$ cat src/rtl/hybrid_noc_be_output_arbiter.sv
// Best-effort output arbiter: packet-level round-robin across router inputs, one-entry
// output register, and TDM override that stalls BE traffic without losing flits.
module hybrid_noc_be_output_arbiter #(
   parameter int unsigned FLIT_WIDTH = 32,
   parameter int unsigned PORTS      = 5,
   parameter int unsigned PTR_W      = $clog2(PORTS)
) (
   input  logic                        clk,
   input  logic                        rst,
   input  logic [PORTS*FLIT_WIDTH-1:0] in_flit,
   input  logic [PORTS-1:0]            in_valid,
   input  logic [PORTS-1:0]            in_last,
   output logic [PORTS-1:0]            in_ready,
   input  logic                        tdm_active,
   output logic [FLIT_WIDTH-1:0]       out_flit,
   output logic                        out_valid,
   output logic                        out_last,
   input  logic                        out_ready
);

   typedef enum logic [0:0] {StIdle, StLocked} state_e;

   state_e                state_q, state_d;
   logic [PTR_W-1:0]      ptr_q, ptr_d;
   logic [PTR_W-1:0]      grant_q, grant_d;
   logic [PTR_W-1:0]      winner, sel, ptr_inc;
   logic [PTR_W:0]        idx;
   logic                  found;
   logic                  reg_valid_q;
   logic [FLIT_WIDTH-1:0] reg_flit_q;
   logic                  reg_last_q;
   logic                  drain, load_en, accept, sel_last;
   logic [FLIT_WIDTH-1:0] sel_flit;

   assign out_valid = reg_valid_q & ~tdm_active;
   assign out_flit  = reg_flit_q;
   assign out_last  = reg_last_q;
   assign drain     = out_valid & out_ready;
   assign load_en   = ~reg_valid_q | drain;

   // Round-robin search starting at ptr, wrapping at PORTS.
   always_comb begin
      found  = 1'b0;
      winner = '0;
      idx    = '0;
      for (int unsigned k = 0; k < PORTS; k++) begin
         idx = {1'b0, ptr_q} + (PTR_W+1)'(k);
         if (idx >= (PTR_W+1)'(PORTS)) begin
            idx = idx - (PTR_W+1)'(PORTS);
         end
         if (!found && in_valid[idx[PTR_W-1:0]]) begin
            found  = 1'b1;
            winner = idx[PTR_W-1:0];
         end
      end
   end

   assign ptr_inc = (winner == PTR_W'(PORTS - 1)) ? '0 : winner + PTR_W'(1);

   always_comb begin
      in_ready = '0;
      sel      = (state_q == StLocked) ? grant_q : winner;
      if (rst && ((state_q == StLocked) || found)) begin
         in_ready[sel] = load_en & ~tdm_active;
      end
   end

   assign accept   = in_valid[sel] & in_ready[sel];
   assign sel_last = in_last[sel];
   assign sel_flit = in_flit[int'(sel)*FLIT_WIDTH +: FLIT_WIDTH];

   always_comb begin
      state_d = state_q;
      ptr_d   = ptr_q;
      grant_d = grant_q;
      case (state_q)
         StIdle: begin
            if (accept) begin
               grant_d = winner;
               ptr_d   = ptr_inc;
               if (!sel_last) begin
                  state_d = StLocked;
               end
            end
         end
         StLocked: begin
            if (accept && sel_last) begin
               state_d = StIdle;
            end
         end
         default: state_d = StIdle;
      endcase
   end

   always_ff @(posedge clk or negedge rst) begin
      if (!rst) begin
         state_q     <= StIdle;
         ptr_q       <= '0;
         grant_q     <= '0;
         reg_valid_q <= 1'b0;
         reg_flit_q  <= '0;
         reg_last_q  <= 1'b0;
      end else begin
         state_q <= state_d;
         ptr_q   <= ptr_d;
         grant_q <= grant_d;
         // Drain and reload in the same cycle keeps the link at full throughput.
         if (load_en) begin
            reg_valid_q <= accept;
            if (accept) begin
               reg_flit_q <= sel_flit;
               reg_last_q <= sel_last;
            end
         end
      end
   end

endmodule

$ cat config.mk
export PLATFORM = sky130hd
export DESIGN_NAME = hybrid_noc_be_output_arbiter
export DESIGN_NICKNAME = d
export VERILOG_FILES = /design/src/rtl/hybrid_noc_be_output_arbiter.sv
export SDC_FILE = /design/constraint.sdc
export NUM_CORES = 1
export LEC_CHECK = 0
export BUFFER_PORTS_ARGS = -buffer_cell sky130_fd_sc_hd__buf_2
export CAP_MARGIN = 0
export CELL_PAD_IN_SITES_DETAIL_PLACEMENT = 1
export CELL_PAD_IN_SITES_GLOBAL_PLACEMENT = 2
export CORE_AREA = 2 2 151 153
export CTS_CLUSTER_SIZE = 40
export DETAILED_ROUTE_END_ITERATION = 8
export DIE_AREA = 0 0 153 155
export HOLD_SLACK_MARGIN = 0.06
export PLACE_DENSITY = 0.75
export SETUP_SLACK_MARGIN = 0.5
export SYNTH_ARGS = -nofsm -noshare
export SYNTH_HDL_FRONTEND = slang
export SYNTH_SLANG_ARGS = --single-unit
$ cat constraint.sdc
create_clock -name clk -period 4.7 [get_ports clk]
set_clock_uncertainty 0.1 [all_clocks]
set_input_delay 0.235 -clock clk [delete_from_list [all_inputs] [get_ports clk]]
set_output_delay 0.235 -clock clk [all_outputs]
set_load 0.005 [all_outputs]
==> results.md <==
- Status: finished clean
- CP Capture Type: flip-flop
- Worst path cell trace: inv_4 -> ha_4 -> inv_2 -> fa_2 -> nor2_2 -> mux2i_2 -> a211o_1 -> and2_4 -> nand3_4 -> or3_4 -> buf_6 -> a31o_4 -> a221oi_4 -> a31oi_4 -> buf_4 -> buf_6 -> clkbuf_16 -> mux2_4
- Setup tns final: 0 ns
- Hold_buf cts: 0
- Critical Path AT: 4.50 ns
- Area Overhead vs Synth: 52.46%
- Crit path time final: 4.412 ns
- CP startpoint kind: flip-flop
- Routed WL: between 20000 and 30000 µm
- FMAX: 226.6 MHz
- Gpl congestion: between 0.8 and 0.9
- Synth Flop Type: dfrtp_1
- Max Buffers Root-to-Sink: 2
- CTS tree: done
- RSZ-0062 raised after global routing: true
- Initial Util: 0.2446
- Max-slew headroom: 0.3437
- Remaining antenna violation count after routing: 0
- Vias: 6727
- Worst path slowest cell: dfrtp_2
- Final non-filler cell area: 8290 µm²
- Final setup viols: 0
- Yosys cell types: 74
- Die X: approximately 150 µm
- Port Buffer Count: 212
- Tcrit/Tclk final: 0.9388
- Core Box Area: 22230 µm²
- Pre-CTS WS: 0.04989 ns
- Total CTS buffers: 5
- DRT iter0 DRCs: approximately 380
- Slew Viols, Final: 0
- Slew @ Worst Pin: 0.9821 ns
- Vias in the first global route: 6832
- CP Class: reg2reg
- Number of standard cells after synthesis: 674
- Seq/Total Area, Yosys: 0.1887
- Hold Path Class: in2async
- Crit path top cell by count: buf_6
- Worst setup margin: 0.2879 ns
- Final-report hold violation count: 0
- Commonest cells post-synth: nor2_1, clkbuf_1, nand2_1, dfrtp_1, o21ai_0
- Fraction of layout cells with a size suffix above 1: 0.4833
- Syn Nets: 858
- Root Buffer: clkbuf_16
- Drt drc: 0
- Final net count: 1111
- Max cap viols: 0
- Yosys top cell by area: dfrtp_1
- Worst R2R Start: ptr_q[0]
- Row count: 55
- Number of synthesized flops with an enable pin: 0
- Die area: 23720 µm²
- Fillers: 2661
- Reg-to-reg setup timing slack: roughly 0.29 ns
- Post-Route Utilization: 0.3730
- Clk Latency, worst-skew pair: 0.30 ns
- Die Ht: 155 µm
- H-Tree Depth: 2
- Ports: 213
- R2R depth: 18
- Clk sink count: a little over 40
- Drt first pass iters: 5
- Synth Register Bits: 41
- GRT overflow: 0
- FF-to-FF End: out_flit[7]
- HPWL after DPL: 17410 µm
- GRT Total Usage: 0.2075
- Clk slew on worst S/H paths: 0.07 ns
- Largest stage delay, worst path: 0.47 ns
- Async SR Flop Fraction: 1.000
- CP required: 4.79 ns
- CP max FO: 7
- Pin count of the biggest net entering global routing: 49
- DP Area: between 6000 and 7000 µm²
- Syn Area/Cell: between 8 and 9 µm²
- Share of the synthesized area in the top cell type: 0.1887
- YS warnings: 0
- Most frequent cell after synthesis: nor2_1
- Wire length per cell: 22.32 µm
- Via density: 5.518
- Global-route wire length before repair: 39300 µm
- Initial antenna violation count: 6
- Mapped Area: 5438 µm²
- Synth area leaders: dfrtp_1, mux2_4, mux2i_1
layer usage:
layer	GRT usage	vias to the layer above	wire length (µm)
met5	0	-	0
met4	0.06305	0	707
li1	-	3127	-
met3	0.03621	46	1314
met2	0.3562	207	13450
met1	0.2666	3347	11730
stage by stage:
stage                     hold slack [ns]  std cells
after floorplan                   -0.1606        674
after global placement             0.3791       1134
after detailed placement           0.3931       1134
after CTS                          0.1054       1179
after global routing               0.1141       1216
final                             0.05986       1219
layout by cell type, fill, tap and decap left out, drive strengths merged, types with 3 or more instances in the layout:
cell type and instances:
buf 308, nor2 55, nand2 50, o21ai 43
mux2 42, dfrtp 41, a21oi 40, mux2i 40
o211ai 38, nand4 37, and4 34, and3 32
o32ai 32, inv 14, clkbuf 12, nand3 9
ha 9, diode 7, o21a 7, or3 7
nor2b 6, nand2b 5, nor3 5, a211o 4
and2 4, o31ai 4, xnor2 3, nand4b 3
a31oi 3
area by class of cell:
| class | instances | area, µm² | area share |
|---|---|---|---|
| Antenna cell | 7 | 17.52 | 0.002113 |
| Clock buffer | 6 | 138.9 | 0.01675 |
| Clock inverter | 1 | 7.507 | 0.0009055 |
| Inverter | 14 | 60.06 | 0.007244 |
| Multi-Input combinational cell | 551 | 4493 | 0.5420 |
| Sequential cell | 41 | 1030 | 0.1242 |
| Tap cell | 285 | 356.6 | 0.04301 |
| Timing Repair Buffer | 314 | 2187 | 0.2638 |
sequential cells by signal (all words and copies together) (netlist names), named ones only:
signal,flops
out_flit,32
out_last,1
grant_q,3
reg_valid_q,1
ptr_q,3
how the worst max path moves through the flow:
| stage | startpoint | endpoint | slack (ns) | cells past startpoint |
|---|---|---|---|---|
| floorplan | ptr_q[1] | out_flit[0] | 0.50 | 17 |
| global placement | ptr_q[0] | out_flit[19] | 0.15 | 14 |
| detailed placement | ptr_q[1] | grant_q[0] | 0.05 | 14 |
| CTS | ptr_q[0] | out_flit[13] | 0.43 | 17 |
| global route | ptr_q[0] | out_flit[7] | 0.15 | 18 |
| finish | ptr_q[0] | out_flit[7] | 0.29 | 18 |
worst max-delay path: cells and delay by family (launching register included):
family | cells | cell delay [ns]
buf+inv | 6 | 0.71
compound gates | 4 | 0.87
simple gates | 4 | 0.89
flops | 1 | 0.47
fa+ha+maj | 2 | 0.61
mux | 2 | 0.61
repair_timing:
item	in CTS	in global routing
gates cloned	4	7
pin swaps	23	24
buffers inserted	34	26
resized for setup	46	65
endpoints found under the setup margin	46	46
cells by family (layout without fill, tap and decap cells):
kind of cell               after synthesis  after routing  synth area share
buffers and inverters                   83            335           0.06788
adders and majority gates               10             10           0.02439
muxes                                   83             83            0.1834
AOI/OAI and AO/OA                      199            199            0.2658
and+or+nand+nor                        253            254            0.2619
xor gates and xnor gates                 5              5          0.008055
other                                    0              7                 0
DFF                                     41             41            0.1887
Power is left out: the tool's default activity adds up to more than one toggle a clock period on the data nets, which glitch-free logic cannot reach.
